--- config.mk ---
export PLATFORM = sky130hd
export DESIGN_NAME = periferico_bcd_binario_flat
export DESIGN_NICKNAME = d
export VERILOG_FILES = /design/src/rtl/periferico_bcd_binario_pkg.sv /design/src/rtl/periferico_bcd_binario_if.sv /design/src/rtl/periferico_bcd_binario_bcd_a_binario.sv /design/src/rtl/periferico_bcd_binario.sv /design/src/flat_wrapper.sv
export SDC_FILE = /design/constraint.sdc
export NUM_CORES = 1
export LEC_CHECK = 0
export ABC_AREA = 1
export CAP_MARGIN = 10
export CORE_MARGIN = 2
export CORE_UTILIZATION = 50
export DETAILED_ROUTE_END_ITERATION = 8
export DONT_BUFFER_PORTS = 1
export PLACE_DENSITY_LB_ADDON = 0.2
export SYNTH_ARGS = -nofsm -noshare
export SYNTH_HDL_FRONTEND = slang
export SYNTH_SLANG_ARGS = --single-unit
--- constraint.sdc ---
create_clock -name CLK -period 1.6 [get_ports CLK]
set_clock_uncertainty 0.2 [all_clocks]
set_input_delay 0.08 -clock CLK [delete_from_list [all_inputs] [get_ports CLK]]
set_output_delay 0.08 -clock CLK [all_outputs]
set_load 0.03 [all_outputs]
--- src/rtl/periferico_bcd_binario_pkg.sv ---
// Shared constants, FSM encoding and digit helpers for the BCD-to-binary peripheral.
// Optional digit validation is enabled by defining BCD_DIGIT_CHECK_EN.
package periferico_bcd_binario_pkg;

  localparam int unsigned DATA_W = 16;
  localparam int unsigned ADDR_W = 6;
  localparam int unsigned RES_W  = 14;
  localparam int unsigned CNT_W  = 5;
  localparam int unsigned DIGITS = 4;

  localparam logic [ADDR_W-1:0] ADDR_BCD_IN = 6'h04;
  localparam logic [ADDR_W-1:0] ADDR_INIT   = 6'h08;
  localparam logic [ADDR_W-1:0] ADDR_RESULT = 6'h0C;
  localparam logic [ADDR_W-1:0] ADDR_DONE   = 6'h10;
  localparam logic [ADDR_W-1:0] ADDR_ERR    = 6'h14;

  localparam logic [CNT_W-1:0] ITERATIONS = 5'd16;

  typedef enum logic [1:0] {
    ST_IDLE  = 2'd0,
    ST_LOAD  = 2'd1,
    ST_SHIFT = 2'd2,
    ST_FIN   = 2'd3
  } state_e;

  // After a right shift, a nibble >= 8 received a carry worth 8 that must be worth 5.
  function automatic logic [DATA_W-1:0] bcd_adjust(input logic [DATA_W-1:0] d);
    logic [DATA_W-1:0] r;
    r = d;
    for (int i = 0; i < int'(DIGITS); i++) begin
      if (d[4*i +: 4] >= 4'd8) r[4*i +: 4] = d[4*i +: 4] - 4'd3;
    end
    return r;
  endfunction

  function automatic logic digits_valid(input logic [DATA_W-1:0] d);
    logic ok;
    ok = 1'b1;
    for (int i = 0; i < int'(DIGITS); i++) begin
      if (d[4*i +: 4] > 4'd9) ok = 1'b0;
    end
    return ok;
  endfunction

endpackage

--- src/rtl/periferico_bcd_binario_if.sv ---
// Register bus of the BCD-to-binary peripheral; master drives, slave answers.
interface periferico_bcd_binario_if;
  import periferico_bcd_binario_pkg::*;

  logic [DATA_W-1:0] d_in;
  logic              cs;
  logic [ADDR_W-1:0] addr;
  logic              rd;
  logic              wr;
  logic [DATA_W-1:0] d_out;

  modport master (output d_in, cs, addr, rd, wr, input d_out);
  modport slave  (input d_in, cs, addr, rd, wr, output d_out);
endinterface

--- src/rtl/periferico_bcd_binario_bcd_a_binario.sv ---
// Sequential 4-digit BCD to binary converter (reverse double dabble, 16 shift steps).
// With BCD_DIGIT_CHECK_EN, a non-decimal digit flags ERR and skips the shift phase.
module bcd_a_binario
  import periferico_bcd_binario_pkg::*;
(
  input  logic              CLK,
  input  logic              reset,
  input  logic [DATA_W-1:0] BCD,
  input  logic              INIT,
  output logic [RES_W-1:0]  RESULT,
  output logic              DONE,
  output logic              ERR
);

  state_e              state_q;
  logic [DATA_W-1:0]   digits_q;
  // Two guard bits above the 14-bit result so 16 shifts leave the value right-aligned.
  logic [DATA_W-1:0]   acc_q;
  logic [CNT_W-1:0]    cnt_q;
  logic [2*DATA_W-1:0] shifted_c;

  assign shifted_c = {digits_q, acc_q} >> 1;

  always_ff @(posedge CLK) begin
    if (reset) begin
      state_q  <= ST_IDLE;
      digits_q <= '0;
      acc_q    <= '0;
      cnt_q    <= '0;
      RESULT   <= '0;
      DONE     <= 1'b0;
      ERR      <= 1'b0;
    end else begin
      case (state_q)
        ST_IDLE: begin
          if (INIT) state_q <= ST_LOAD;
        end
        ST_LOAD: begin
          digits_q <= BCD;
          acc_q    <= '0;
          cnt_q    <= ITERATIONS;
          DONE     <= 1'b0;
          ERR      <= 1'b0;
          state_q  <= ST_SHIFT;
`ifdef BCD_DIGIT_CHECK_EN
          if (!digits_valid(BCD)) begin
            ERR     <= 1'b1;
            state_q <= ST_FIN;
          end
`endif
        end
        ST_SHIFT: begin
          digits_q <= bcd_adjust(shifted_c[2*DATA_W-1:DATA_W]);
          acc_q    <= shifted_c[DATA_W-1:0];
          cnt_q    <= cnt_q - 5'd1;
          if (cnt_q == 5'd1) state_q <= ST_FIN;
        end
        ST_FIN: begin
          // An error path reaches here with the accumulator still cleared.
          RESULT  <= acc_q[RES_W-1:0];
          DONE    <= 1'b1;
          state_q <= ST_IDLE;
        end
        default: state_q <= ST_IDLE;
      endcase
    end
  end

endmodule

--- src/rtl/periferico_bcd_binario.sv ---
// Bus front-end of the BCD-to-binary peripheral: address decode, operand/start registers, read mux.
// Defining BCD_DIGIT_CHECK_EN exposes the ERR register at 0x14.
module periferico_bcd_binario
  import periferico_bcd_binario_pkg::*;
(
  input  logic                     CLK,
  input  logic                     reset,
  periferico_bcd_binario_if.slave  bus
);

  logic [DATA_W-1:0] bcd_in_q;
  logic              init_q;
  logic              busy_q;
  logic              done_prev_q;
  logic [DATA_W-1:0] d_out_q;

  logic [RES_W-1:0]  result_c;
  logic              done_c;
  logic              err_c;
  logic              wr_en_c;
  logic              busy_c;
  logic              start_c;
  logic              load_bcd_c;
  logic [DATA_W-1:0] rdata_c;
  logic              unused_rd;

  assign unused_rd = bus.rd;

  // The converter is busy from an accepted start until DONE rises; the rise frees the bus that same cycle.
  assign busy_c     = busy_q & ~(done_c & ~done_prev_q);
  assign wr_en_c    = bus.cs & bus.wr;
  assign start_c    = wr_en_c & (bus.addr == ADDR_INIT) & bus.d_in[0] & ~busy_c;
  assign load_bcd_c = wr_en_c & (bus.addr == ADDR_BCD_IN) & ~busy_c;

  always_comb begin
    rdata_c = '0;
    case (bus.addr)
      ADDR_RESULT: rdata_c = DATA_W'(result_c);
      ADDR_DONE:   rdata_c = DATA_W'(done_c);
`ifdef BCD_DIGIT_CHECK_EN
      ADDR_ERR:    rdata_c = DATA_W'(err_c);
`endif
      default:     rdata_c = '0;
    endcase
  end

`ifndef BCD_DIGIT_CHECK_EN
  logic unused_err;
  assign unused_err = err_c;
`endif

  always_ff @(posedge CLK) begin
    if (reset) begin
      bcd_in_q    <= '0;
      init_q      <= 1'b0;
      busy_q      <= 1'b0;
      done_prev_q <= 1'b0;
      d_out_q     <= '0;
    end else begin
      init_q      <= start_c;
      busy_q      <= start_c | busy_c;
      done_prev_q <= done_c;
      if (load_bcd_c) bcd_in_q <= bus.d_in;
      if (bus.cs)     d_out_q  <= rdata_c;
    end
  end

  assign bus.d_out = d_out_q;

  bcd_a_binario u_conv (
    .CLK    (CLK),
    .reset  (reset),
    .BCD    (bcd_in_q),
    .INIT   (init_q),
    .RESULT (result_c),
    .DONE   (done_c),
    .ERR    (err_c)
  );

endmodule
--- src/flat_wrapper.sv ---
// flat-port wrapper written by rule: the top's interface ports become plain ports
module periferico_bcd_binario_flat import periferico_bcd_binario_pkg::*;
  (CLK, reset, bus_d_in, bus_cs, bus_addr, bus_rd, bus_wr, bus_d_out);
  periferico_bcd_binario_if bus_i ();
  input  logic CLK;
  input  logic reset;
  input wire logic [$bits(bus_i.d_in)-1:0] bus_d_in;
  input wire logic [$bits(bus_i.cs)-1:0] bus_cs;
  input wire logic [$bits(bus_i.addr)-1:0] bus_addr;
  input wire logic [$bits(bus_i.rd)-1:0] bus_rd;
  input wire logic [$bits(bus_i.wr)-1:0] bus_wr;
  output wire logic [$bits(bus_i.d_out)-1:0] bus_d_out;
  assign bus_i.d_in = bus_d_in;
  assign bus_i.cs = bus_cs;
  assign bus_i.addr = bus_addr;
  assign bus_i.rd = bus_rd;
  assign bus_i.wr = bus_wr;
  assign bus_d_out = bus_i.d_out;
  periferico_bcd_binario u_core (.CLK(CLK), .reset(reset), .bus(bus_i));
endmodule
Word-level counts from Yosys, hierarchy flattened
Index checks and enable logic that the tools add are counted.
{ "totals": {"ff_bits": 89, "latchBits": 0, "ram_bits": 0, "rom_bits": 0, "out_inout_bits": 16, "elab_cells": 58, "mem_count": 0} }
{ "classes": {"add_sub_neg": 5, "mul": 0, "div": 0, "magnitude_cmp": 4, "n_eq_ne": 10, "shift": 0, "muxes": 12, "n_bitwise": 12, "reduce_logical": 4} }
{ "op_table": {"columns": ["op", "n"], "rows": [
  ["16-bit case mux with 2 select lines", 2],
  ["14-bit case mux with 2 select lines", 1],
  ["4-bit 2-to-1 mux", 4],
  ["6-bit by 4-bit == test with 1-bit output, second input constant", 2],
  ["4-bit >= comparator, second input constant", 3],
  ["4-bit by 2-bit subtractor with 4-bit output, second input constant", 3],
  ["5-bit case mux with 2 select lines", 1],
  ["1-bit AND", 8],
  ["2-bit case mux with 4 select lines", 1],
  ["6-bit by 3-bit == test with 1-bit output, second input constant", 1],
  ["6-bit by 5-bit == test with 1-bit output, second input constant", 1],
  ["5-bit by 1-bit == test with 1-bit output, second input constant", 1],
  ["5-bit by 1-bit subtractor with 5-bit output, second input constant", 1],
  ["2-bit == test, second input constant", 2],
  ["3-bit by 4-bit >= comparator with 1-bit output, second input constant", 1],
  ["2-bit 2-to-1 mux", 2],
  ["2-bit nonzero test", 2],
  ["3-bit by 2-bit subtractor with 4-bit output, second input constant", 1],
  ["1-bit inverter", 3],
  ["2-bit by 1-bit == test with 1-bit output, second input constant", 1],
  ["2-bit logical NOT", 1],
  ["2-bit by 1-bit != test with 1-bit output, second input constant", 1],
  ["2-bit != test, second input constant", 1],
  ["1-bit case mux with 2 select lines", 1],
  ["2 further kinds", 2]
]} }

Longest topological paths before layout
Gate-level depths: netlist (run 1).
{ "logic_depth": {"depth_word": 7, "ltp_mapped": 8} }

Cells and area by module
A second synthesis (run 1) with hierarchy kept.
{ "hier_totals": {"cells_unflattened": 564, "hier_area_um2": 4022.6} }
{ "by_module_without_submodules": {"columns": ["module", "instances", "cells_each", "area_each_um2", "seq_area_each_um2"], "rows": [
  ["bcd_a_binario", 1, 330, 2432.3, 1081.0],
  ["periferico_bcd_binario", 1, 234, 1590.3, 660.6]
]} }

Least setup slack after synthesis (run 1)
OpenSTA, ideal clock, no wires.
{ "synth_timing": {"path_type": "reg2reg", "startpoint": "register u_core.u_conv.state_q[0]", "endpoint": "register u_core.u_conv.digits_q[4]", "setup_ps": 74, "arrival_ps": 1372, "t_required_ps": 1326, "path_slack_ps": -46, "path_stages_with_launch": 7, "path_cell_list": "dfxtp_1 inv_1 ha_1 inv_1 clkbuf_1 nand2_1 a31oi_1"} }
{ "synth_via": {"elab_chain_len": 2} }
{ "synth_lines": {"columns": ["item", "line", "rtl"], "rows": [
  ["start, declared", "periferico_bcd_binario_bcd_a_binario.sv:15", "state_e state_q;"],
  ["start signal, assigned", "periferico_bcd_binario_bcd_a_binario.sv:26", "state_q <= ST_IDLE;"],
  ["start signal, assigned", "periferico_bcd_binario_bcd_a_binario.sv:36", "if (INIT) state_q <= ST_LOAD;"],
  ["start signal, assigned", "periferico_bcd_binario_bcd_a_binario.sv:44", "state_q <= ST_SHIFT;"],
  ["2-bit == test / 2-bit by 1-bit == test with 1-bit output (equally long branches)", "periferico_bcd_binario_bcd_a_binario.sv:34", "case (state_q)"],
  ["16-bit case mux with 2 select lines / 2-bit nonzero test (equally long branches)", null, null],
  ["end signal, assigned", "periferico_bcd_binario_bcd_a_binario.sv:53", "digits_q <= bcd_adjust(shifted_c[2*DATA_W-1:DATA_W]);"],
  ["end, declared", "periferico_bcd_binario_bcd_a_binario.sv:16", "logic [DATA_W-1:0] digits_q;"]
]} }
Parallel ways exist; a longest one is shown, timed or not.
A chain may end at the register's enable or synchronous reset.

Worst setup path after layout (run 1)
{ "layout_timing": {"startpoint": "register u_core.u_conv.state_q[0]", "endpoint": "register u_core.u_conv.digits_q[14]"} }
Same word-level chain as after synthesis.

==> results of run 1 <==
-- layer usage --
metal	up-vias	share of wire (%)	wire length (um)	track usage (%)
met3	21	2.8	246	3.20
met1	1625	47	4160	27.4
met4	0	2.8	246	10.4
met5	-	0	0	0
met2	68	47	4120	35.6
li1	1787	-	-	-
-- area by class of cell --
| type | count | area (um2) |
|---|---|---|
| Fill cell | 625 | 2610 |
| Multi-Input combinational cell | 353 | 1780 |
| Sequential cell | 87 | 1740 |
| Timing Repair Buffer | 60 | 611 |
| Inverter | 64 | 250 |
| Clock buffer | 10 | 128 |
| Tap cell | 99 | 124 |
| Clock inverter | 6 | 85.1 |
-- cells by family after synthesis --
family          after synthesis  synth area share, %
fa+ha+maj                    13                 4.23
buf+inv                      93                 10.2
xor+xnor                      1                0.228
compound gates              103                 13.8
simple gates                234                 26.1
flops                        87                 45.3
other cells                   1               0.0975
-- cell usage in the layout (no fill, tap or decap), types with 3 or more instances in the layout --
cell type                        n
sky130_fd_sc_hd__a21oi_1        41
sky130_fd_sc_hd__a21oi_2         5
sky130_fd_sc_hd__a31oi_1         4
sky130_fd_sc_hd__buf_12          3
sky130_fd_sc_hd__buf_4          24
sky130_fd_sc_hd__buf_6           4
sky130_fd_sc_hd__clkbuf_8        9
sky130_fd_sc_hd__dfxtp_1        85
sky130_fd_sc_hd__dlygate4sd3_1  26
sky130_fd_sc_hd__ha_1           11
sky130_fd_sc_hd__inv_1          59
sky130_fd_sc_hd__inv_2           3
sky130_fd_sc_hd__nand2_1        96
sky130_fd_sc_hd__nand2_2         4
sky130_fd_sc_hd__nand3_1        28
sky130_fd_sc_hd__nand4_1        18
sky130_fd_sc_hd__nor2_1         75
sky130_fd_sc_hd__nor2_2          3
sky130_fd_sc_hd__o21ai_0        44
sky130_fd_sc_hd__o21ai_1         4
-- path summary, 6_finish.rpt --
path                                                   end  slack [ns]  depth (start not counted)
worst max-delay path            u_core.u_conv.digits_q[14]        0.05                          8
worst min-delay path                   u_core.bcd_in_q[10]        0.03                          6
worst max register to register  u_core.u_conv.digits_q[14]        0.05                          8
worst min register to register        u_core.bus.d_out[11]        0.26                          2
-- stage by stage --
stage / instances / TNS [ns]
after floorplan: 533 / 0
after global placement: 632 / -0.174
after detailed placement: 632 / -0.865
after CTS: 675 / 0
after global routing: 679 / -0.0904
final: 679 / 0
-- what timing repair did --
action                                 in CTS  in global routing
setup buffers                               0                  2
resized for setup                           6                 31
pin swaps                                   0                  6
setup endpoints to repair                  31                 30
cloned                                      0                  2
hold buffers                               27                  0
endpoints found under the hold margin      81                  0
-- registers in the layout, indices dropped and copies added (netlist names) --
signal	flops
u_core.bcd_in_q	16
u_core.u_conv.acc_q	16
u_core.u_conv.digits_q	16
u_core.bus.d_out	14
u_core.u_conv.RESULT	14
u_core.u_conv.cnt_q	5
u_core.u_conv.state_q	2
u_core.busy_q	1
u_core.done_prev_q	1
u_core.init_q	1
u_core.u_conv.DONE	1
-- power by group --
part / internal [mW] / leakage, nW / total, mW / switching (mW)
Sequential: 2.25 / 0.705 / 2.32 / 0.0690
Clock: 0.874 / 0.102 / 1.63 / 0.753
Combinational: 0.428 / 1.16 / 1.01 / 0.583
Total: 3.55 / 1.96 / 4.95 / 1.40
-- worst max-delay path, stage by stage, from the launching register on --
cell	delay, ns
sky130_fd_sc_hd__dfxtp_2	0.34
sky130_fd_sc_hd__inv_2	0.06
sky130_fd_sc_hd__ha_4	0.34
sky130_fd_sc_hd__nand2_4	0.09
sky130_fd_sc_hd__inv_8	0.09
sky130_fd_sc_hd__buf_6	0.11
sky130_fd_sc_hd__nand2_1	0.05
sky130_fd_sc_hd__a31o_2	0.19
sky130_fd_sc_hd__inv_1	0.04
==> parameters.txt, run 1 <==
Parameter                              Value

Yosys
  Synth area leader ... sky130_fd_sc_hd__dfxtp_1
  Number of register bits inferred by synthesis ... 87
  Top area cells in the synthesized netlist ... sky130_fd_sc_hd__dfxtp_1 (45%), sky130_fd_sc_hd__nand2_1 (9.7%), sky130_fd_sc_hd__nor2_1 (7.3%), sky130_fd_sc_hd__o21ai_0 (6.4%), sky130_fd_sc_hd__inv_1 (6.1%)
  Warning count from the yosys run ... 0
  Count of unique library cells instantiated by Yosys ... 29
  Top flip-flop cell by instance count after synthesis ... sky130_fd_sc_hd__dfxtp_1
  Mapped Cells ... 532
  Share of the yosys chip area belonging to registers ... 45.3%
  Area of the mapped netlist ... 3840 um2
  Most used standard cell by instance count after synthesis ... sky130_fd_sc_hd__nand2_1
  Number of enable flip-flop cells after synthesis ... 0
  Post-synth top area share ... 45.3%
  Avg Synthesized Cell Area ... 7.23 um2
  Top cell types by occurrence after synthesis ... sky130_fd_sc_hd__nand2_1 (99), sky130_fd_sc_hd__dfxtp_1 (87), sky130_fd_sc_hd__nor2_1 (75), sky130_fd_sc_hd__inv_1 (62), sky130_fd_sc_hd__o21ai_0 (49)
  Share of synthesized registers carrying an async set or reset ... 0%

Timing
  Hold Worst Slack ... 0.0273 ns
  Highest achievable clock rate ... 645 MHz
  Final-report max-slew violation count ... 0
  Setup repair after global routing missed its margin ... yes
  Rel. slew slack ... 48.2%
  Setup violations, final ... 0
  Post-layout minimum cycle time ... 1.55 ns
  Final worst-path setup slack ... 0.0488 ns
  Final period util ... 96.9%
  Slew @ Worst Pin ... 0.775 ns
  Number of failing hold endpoints at the final stage ... 0

Run
  Max cap viols ... 0

Clocking
  Clock latency of the later-clocked register in the worst-skew pair ... 0.35 ns
  Clock Tree Root ... sky130_fd_sc_hd__clkbuf_8
  Clock slew seen by the registers of the worst setup and hold paths ... 0.08 ns
  Max H-tree Level ... 3
  Number of buffers created by CTS ... 9
  Clk sinks ... 87
  CTS tree ... yes
  Number of buffers on the longest clock path ... 2

Pwr
  Post-layout total power ... 4.95 mW
  Leakage Power ... 1.96 nW
  Power density of the placed cells ... 1050 nW/um2
  Worst VDD drop ... 706 uV

Floorplan
  Height of the die ... 91.7 um
  Area inside the core boundary ... 7330 um2
  Die boundary width ... 91.7 um
  Ports placed on the boundary ... 43
  Cell Rows ... 31
  Full die area ... 8410 um2
  Initial cell density of the core ... 52.4%

Setup path
  Critical path type ... flop to flop
  Critical path origin ... u_core.u_conv.state_q[0]
  Reg-to-reg critical path startpoint ... u_core.u_conv.state_q[0]
  Arrival time reported for the critical path endpoint ... 1.65 ns
  Capturing element type of the critical path ... flop
  Worst path required time ... 1.70 ns
  Max Fanout on Critical Path ... 9
  Element type at the critical path start ... flop

Global route
  Maximum number of pins on one net before global-route repair ... 38
  First-pass GRT wire length ... 14,800 um
  Total gr overflow ... 0
  Initial antenna violation count ... 0
  Aggregate global-route resource usage ... 21.5%
  Vias in the first global route ... 3,362

Placement
  Placement Cell Area ... 4050 um2
  Placed wire-length estimate ... 5430 um
  Port Buf Inserts ... 0
  Placer congestion estimate ... 0.754
  Pre-CTS setup slack ... -0.0961 ns

Finish
  Layout cell share with drive strength beyond 1 ... 13.4%
  Final Cell Area ... 4720 um2
  Net count, final ... 615
  Growth of design area from synthesis to finish ... 22.7%
  Share of the core filled with cells in the final layout ... 64.3%
  Antenna Diode Count ... 0

Routing
  Iteration-0 DRC Markers ... 153
  Number of nets still failing antenna checks after routing ... 0
  Average wire per cell in the routed design ... 12.9 um
  Number of design rule violations left after detail routing ... 0
  Drt pass-1 iters ... 5
  Vias post-DR ... 3,501
  Average via count per standard cell ... 5.16
  Wirelength, routed ... 8770 um

Min path
  Hold/Removal Path Class ... input port to flop
  Min-delay src ... bus_addr[2]

Outcome
  Result of the run ... finished, final reports clean
No activity file was read; power rests on OpenSTA's default activity.
==> inputs of run 2 (changes only) <==
--- a/config.mk
+++ b/config.mk
@@ -7,6 +7,7 @@
 export LEC_CHECK = 0
 export ABC_AREA = 1
 export CAP_MARGIN = 10
+export CORE_ASPECT_RATIO = 1.5
 export CORE_MARGIN = 2
 export CORE_UTILIZATION = 50
 export DETAILED_ROUTE_END_ITERATION = 8
==> parameters.txt, run 2 (same netlist as run 1, synthesis figures left out) <==
Parameter                              Value

Setup path
  Worst path required time ... 1.66 ns
  Chain of cells forming the critical path ... inv_2, ha_4, nand2_2, buf_4, a21oi_1, o21ai_0, a21oi_1
  Worst R2R Setup Slack ... 0.07 ns
  Arrival time reported for the critical path endpoint ... 1.59 ns
  CP max-delay cell ... sky130_fd_sc_hd__dfxtp_2
  Max Fanout on Critical Path ... 4
  Delay of the slowest cell on the worst path ... 0.33 ns
  Count of cells along the worst register-to-register path ... 7
  Reg-to-reg critical path startpoint ... u_core.u_conv.state_q[0]
  Terminus of the critical flop-to-flop path ... u_core.u_conv.digits_q[9]
  Capturing element type of the critical path ... flop
  Element type at the critical path start ... flop
  Top cell by count, worst path ... sky130_fd_sc_hd__a21oi_1
  Critical path type ... flop to flop

Routing
  Average via count per standard cell ... 5.03
  Routed length on met2 ... 4660 um
  Sum of met3 wire segment lengths after detailed routing ... 243 um
  Wirelength, routed ... 8430 um
  Vias post-DR ... 3,412
  Iteration-0 DRC Markers ... 187
  Number of design rule violations left after detail routing ... 0
  Met1 Routed Length ... 3380 um
  Drt pass-1 iters ... 4
  Highest metal layer with signal wires ... met4
  Average wire per cell in the routed design ... 12.4 um
  Number of nets still failing antenna checks after routing ... 0

Floorplan
  Ports placed on the boundary ... 43
  Height of the die ... 111 um
  Initial cell density of the core ... 50.8%
  Cell Rows ... 39
  Full die area ... 8420 um2
  Area inside the core boundary ... 7560 um2
  Die boundary width ... 75.6 um

Placement
  Placer congestion estimate ... 0.832
  Placed cell count ... 635
  Placed wire-length estimate ... 5500 um
  Pre-CTS setup slack ... -0.0737 ns
  Port Buf Inserts ... 0

Global route
  Total gr overflow ... 0
  Initial antenna violation count ... 0
  First-pass GRT wire length ... 14,300 um
  Vias in the first global route ... 3,311
  Maximum number of pins on one net before global-route repair ... 38
  Aggregate global-route resource usage ... 21.8%

Pwr
  Worst VDD drop ... 727 uV
  Power density of the placed cells ... 1180 nW/um2
  Leakage Power ... 2.00 nW

Clocking
  Clk sinks ... 87
  Number of setup buffers added after CTS ... 0
  Clock latency of the later-clocked register in the worst-skew pair ... 0.34 ns
  Max H-tree Level ... 3
  Number of buffers on the longest clock path ... 2
  Clock Tree Root ... sky130_fd_sc_hd__clkbuf_16
  Number of buffers created by CTS ... 9
  Clock slew seen by the registers of the worst setup and hold paths ... 0.06 ns
  CTS tree ... yes

Finish
  Layout cell share with drive strength beyond 1 ... 12.0%
  Filler Cells Inserted ... 646
  Growth of design area from synthesis to finish ... 24.8%
  Leading cell type in the layout, fill and taps excluded ... sky130_fd_sc_hd__nand2_1
  Final cell count without fillers ... 679
  Antenna Diode Count ... 0
  Net count, final ... 612
  Commonest cells after routing, fill and taps aside ... sky130_fd_sc_hd__nand2_1 (98), sky130_fd_sc_hd__dfxtp_1 (85), sky130_fd_sc_hd__nor2_1 (74)
  Leading registers by flop count ... u_core.bcd_in_q x16, u_core.u_conv.acc_q x16, u_core.u_conv.digits_q x16

Run
  Max cap viols ... 0

Timing
  Setup violations, final ... 0
  Number of failing hold endpoints at the final stage ... 0
  Final-report max-slew violation count ... 0
  Final worst-path setup slack ... 0.0724 ns
  Post-layout minimum cycle time ... 1.53 ns
  Rel. slew slack ... 49.7%
  Final period util ... 95.5%
  Setup repair after global routing missed its margin ... yes
  Highest achievable clock rate ... 655 MHz
  Slew @ Worst Pin ... 0.752 ns

Min path
  Hold/Removal Path Class ... input port to flop
  Worst Hold End ... u_core.bcd_in_q[14]
  Number of cells traversed by the worst hold path ... 7
  Min-delay src ... bus_addr[1]

Outcome
  Result of the run ... finished, final reports clean
==> run 2: cell count changes in the layout (fill, tap and decap cells not counted), moves of 3 or more <==
| cell | previous run | this run |
|---|---|---|
| sky130_fd_sc_hd__a21oi_2 | 5 | 1 |
| sky130_fd_sc_hd__clkbuf_8 | 9 | 0 |
| sky130_fd_sc_hd__clkbuf_16 | 2 | 9 |
| sky130_fd_sc_hd__buf_6 | 4 | 0 |
| sky130_fd_sc_hd__inv_6 | 0 | 3 |
| sky130_fd_sc_hd__a21oi_1 | 41 | 45 |
==> run 2: routing by layer <==
layer | up-vias | global-route usage, %
li1 | 1784 | -
met1 | 1552 | 23.9
met2 | 64 | 38.0
met3 | 12 | 5.43
met4 | 0 | 10.2
met5 | - | 0
==> run 2: cell type report <==
class | count | area [um2] | share of cell area (%)
clock buffer | 9 | 225 | 4.69
clock inverter | 7 | 125 | 2.61
inverter | 64 | 245 | 5.11
multi-input combinational | 353 | 1750 | 36.6
sequential | 87 | 1740 | 36.4
tap | 102 | 128 | 2.66
timing repair buffer | 57 | 576 | 12.0
==> run 2: power by group <==
part / total (mW) / internal (mW) / switching, mW
Clock: 2.43 / 1.54 / 0.886
Sequential: 2.32 / 2.25 / 0.0687
Combinational: 0.922 / 0.380 / 0.542
==> run 2: what timing repair did <==
item,CTS,global route
pin swaps,0,2
endpoints found under the setup margin,28,12
hold endpoints to repair,84,0
cloned,1,0
hold buffers,27,0
resized for setup,9,9
==> run 2: metrics by stage <==
stage	setup TNS, ns	instance area [um2]	total power, mW	utilization (%)	hold WS, ns
after floorplan	0	3850	2.88	-	0.0487
after global placement	-0.122	4100	3.11	54.1	-0.0470
after detailed placement	-0.972	4100	3.13	54.1	-0.0453
after CTS	0	4780	5.71	63.3	0.0256
after global routing	-0.0449	4800	5.93	63.4	0.0872
final	0	4800	5.67	63.4	0.0535
==> run 2: worst max-delay path by stage <==
stage                             startpoint                         end  slack [ns]  cells past startpoint
finish              u_core.u_conv.state_q[0]   u_core.u_conv.digits_q[9]        0.07                      7
CTS                 u_core.u_conv.state_q[1]   u_core.u_conv.digits_q[9]        0.05                      7
global placement    u_core.u_conv.state_q[0]  u_core.u_conv.digits_q[10]       -0.02                      7
detailed placement  u_core.u_conv.state_q[0]  u_core.u_conv.digits_q[11]       -0.07                      7
floorplan           u_core.u_conv.state_q[0]  u_core.u_conv.digits_q[11]       0.005                      6
global route        u_core.u_conv.state_q[0]   u_core.u_conv.digits_q[9]       -0.02                      7
==> run 2: worst max-delay path: cells and delay by family, from the launching register on <==
kind / cells / cell delay, ns
buffers and inverters: 2 / 0.21
adders and majority gates: 1 / 0.30
DFF: 1 / 0.33
AOI/OAI and AO/OA: 3 / 0.34
and+or+nand+nor: 1 / 0.08
==> inputs of run 3 (changes only) <==
--- a/config.mk
+++ b/config.mk
@@ -5,7 +5,6 @@
 export SDC_FILE = /design/constraint.sdc
 export NUM_CORES = 1
 export LEC_CHECK = 0
-export ABC_AREA = 1
 export CAP_MARGIN = 10
 export CORE_ASPECT_RATIO = 1.5
 export CORE_MARGIN = 2
==> parameters.txt, run 3 <==
Parameter                              Value

Outcome
  Result of the run ... complete, but fails checks
  Violated checks ... negative hold slack, negative setup slack

Pwr
  Leakage Power ... 1.41 nW
  Power density of the placed cells ... 1070 nW/um2
  Worst VDD drop ... 530 uV

Min path
  Hold/Removal Path Class ... input port to flop
  Number of cells traversed by the worst hold path ... 1

Setup path
  Count of cells along the worst register-to-register path ... 6
  Critical path type ... flop to flop
  Arrival time reported for the critical path endpoint ... 1.84 ns
  Max Fanout on Critical Path ... 8
  Capturing element type of the critical path ... flop
  Worst path required time ... 1.65 ns
  Chain of cells forming the critical path ... or2b_4, a2111oi_4, buf_4, buf_12, mux2i_1, nor2_1
  CP max-delay cell ... sky130_fd_sc_hd__dfxtp_2
  Delay of the slowest cell on the worst path ... 0.33 ns
  Element type at the critical path start ... flop

Clocking
  CTS tree ... yes
  Clock slew seen by the registers of the worst setup and hold paths ... 0.08 ns
  Number of buffers on the longest clock path ... 2
  Max H-tree Level ... 3
  Quantity of hold-fixing buffers added after cts ... 3
  Clock latency of the later-clocked register in the worst-skew pair ... 0.36 ns
  Number of buffers created by CTS ... 9
  Clk sinks ... 87
  Clock Tree Root ... sky130_fd_sc_hd__clkbuf_8

Routing
  Average wire per cell in the routed design ... 13.7 um
  Number of nets still failing antenna checks after routing ... 0
  Average via count per standard cell ... 5.20
  Drt pass-1 iters ... 5
  Number of design rule violations left after detail routing ... 0
  Iteration-0 DRC Markers ... 115
  Vias post-DR ... 2,732
  Wirelength, routed ... 7170 um

Timing
  Setup violations, final ... 19
  Final worst-path setup slack ... -0.189 ns
  Post-layout minimum cycle time ... 1.79 ns
  Setup repair after global routing missed its margin ... yes
  Final-report max-slew violation count ... 0
  Hold Worst Slack ... -0.416 ns
  Highest achievable clock rate ... 559 MHz
  Number of failing hold endpoints at the final stage ... 86
  Final period util ... 112%

Yosys
  Area of the mapped netlist ... 3740 um2
  Synth area leader ... sky130_fd_sc_hd__dfxtp_1
  Count of unique library cells instantiated by Yosys ... 37
  Post-synth top area share ... 46.6%
  Number of register bits inferred by synthesis ... 87
  Share of the yosys chip area belonging to registers ... 46.6%
  Most used standard cell by instance count after synthesis ... sky130_fd_sc_hd__dfxtp_1
  Warning count from the yosys run ... 0
  Top cell types by occurrence after synthesis ... sky130_fd_sc_hd__dfxtp_1 (87), sky130_fd_sc_hd__nor2_1 (59), sky130_fd_sc_hd__a21oi_1 (43), sky130_fd_sc_hd__nand2b_1 (38), sky130_fd_sc_hd__mux2i_1 (37)
  Mapped Cells ... 413
  Share of synthesized registers carrying an async set or reset ... 0%
  Avg Synthesized Cell Area ... 9.05 um2
  Number of enable flip-flop cells after synthesis ... 0
  Top area cells in the synthesized netlist ... sky130_fd_sc_hd__dfxtp_1 (47%), sky130_fd_sc_hd__mux2i_1 (9.9%), sky130_fd_sc_hd__nand2b_1 (6.4%), sky130_fd_sc_hd__nor2_1 (5.9%), sky130_fd_sc_hd__a21oi_1 (5.8%)
  Top flip-flop cell by instance count after synthesis ... sky130_fd_sc_hd__dfxtp_1

Floorplan
  Height of the die ... 110 um
  Die boundary width ... 74.6 um
  Area inside the core boundary ... 7230 um2
  Ports placed on the boundary ... 43
  Full die area ... 8200 um2
  Cell Rows ... 38
  Initial cell density of the core ... 51.7%

Placement
  Placer congestion estimate ... 0.854
  Placed cell count ... 504
  Placement Cell Area ... 3970 um2
  Port Buf Inserts ... 0
  Placed wire-length estimate ... 4520 um

Finish
  Final Cell Area ... 4310 um2
  Leading registers by flop count ... u_core.bcd_in_q x16, u_core.u_conv.acc_q x16, u_core.u_conv.digits_q x16
  Leading cell type in the layout, fill and taps excluded ... sky130_fd_sc_hd__dfxtp_1
  Growth of design area from synthesis to finish ... 15.3%
  Antenna Diode Count ... 0
  Commonest cells after routing, fill and taps aside ... sky130_fd_sc_hd__dfxtp_1 (83), sky130_fd_sc_hd__nor2_1 (58), sky130_fd_sc_hd__a21oi_1 (39)
  Layout cell share with drive strength beyond 1 ... 15.8%
  Net count, final ... 460
  Final cell count without fillers ... 525

Global route
  Total gr overflow ... 0
  Maximum number of pins on one net before global-route repair ... 89
  Initial antenna violation count ... 0
  First-pass GRT wire length ... 11,500 um
  Aggregate global-route resource usage ... 18.2%
  Vias in the first global route ... 2,510

Run
  Max cap viols ... 0
[run 3: cell count changes after synthesis, sizes merged, moves of 5 or more]
cell / previous run / this run
buf: 16 / 9
nor2b: 0 / 5
nand4: 18 / 1
nand2: 102 / 6
o21ai: 49 / 4
clkbuf: 13 / 23
nand2b: 0 / 38
mux2i: 0 / 37
inv: 64 / 13
nor2: 80 / 59
xnor2: 0 / 6
o31ai: 0 / 6
[run 3: area by class of cell]
cell class / instances / area (um2)
multi-input cells: 282 / 1890
fillers: 657 / 2920
clock buffers: 11 / 141
well taps: 100 / 125
clock inverters: 5 / 57.6
flip-flops and latches: 87 / 1750
inverters: 13 / 53.8
repair buffers: 27 / 288
[run 3: critical path: cells and delay by family, from the launching register on]
kind / cells / cell delay (ns)
buffers and inverters: 2 / 0.35
flip-flops: 1 / 0.33
AND/OR/NAND/NOR: 2 / 0.32
AO/OA/AOI/OAI: 1 / 0.29
multiplexers: 1 / 0.19
[run 3: repair_timing]
| item | 4_1_cts | 5_1_grt |
|---|---|---|
| hold endpoints to repair | 87 | 86 |
| pin swaps | 1 | 8 |
| buffers inserted | 1 | 1 |
| endpoints found under the setup margin | 23 | 41 |
| gates cloned | 1 | 1 |
| resized for setup | 8 | 16 |
[run 3: per-stage QoR]
step	worst slack [ns]	utilization, %	hold slack [ns]	setup TNS (ns)	power, mW
detailed placement	-0.183	54.9	-0.0426	-2.76	3.03
CTS	-0.176	59.0	-0.434	-2.70	4.59
global placement	-0.143	54.9	-0.0436	-2.22	3.00
floorplan	-0.388	-	0.0271	-5.10	2.95
global route	-0.285	59.6	-0.447	-4.72	4.84
finish	-0.189	59.6	-0.416	-2.90	4.63
[run 3: metal layers]
layer / wire (um) / GRT usage, % / up-vias
met4: 127 / 7.78 / 0
met5: 0 / 0 / -
met3: 215 / 5.04 / 11
met1: 3210 / 21.5 / 1261
met2: 3610 / 30.5 / 49
li1: - / - / 1411
[run 3: power by group]
group          total, mW  internal, mW  leakage, nW  switching [mW]
Sequential          2.28          2.23        0.703          0.0596
Clock               1.53         0.762       0.0916           0.771
Combinational      0.809         0.383        0.615           0.426
Total               4.63          3.37         1.41            1.26
[run 3: path summary, 6_finish.rpt]
check | slack [ns] | to | start
min reg2reg | 0.27 | u_core.u_conv.digits_q[15] | u_core.u_conv.digits_q[15]
max reg2reg | -0.19 | u_core.bcd_in_q[13] | u_core.u_conv.DONE
max | -0.19 | u_core.bcd_in_q[13] | u_core.u_conv.DONE
min | -0.42 | u_core.bus.d_out[8] | reset
[run 3: kinds of logic (layout without fill, tap and decap cells)]
logic type               after synthesis  in the layout  share of synthesized area, %
AND/OR/NAND/NOR                      151            151                          20.5
other                                  1              2                         0.100
flip-flops                            87             87                          46.6
multiplexers                          38             38                          10.2
XOR/XNOR                               6              6                          1.41
adder cells (fa/ha/maj)               13             13                          4.35
buffers and inverters                 45             56                          4.99
AO/OA/AOI/OAI                         72             72                          11.9
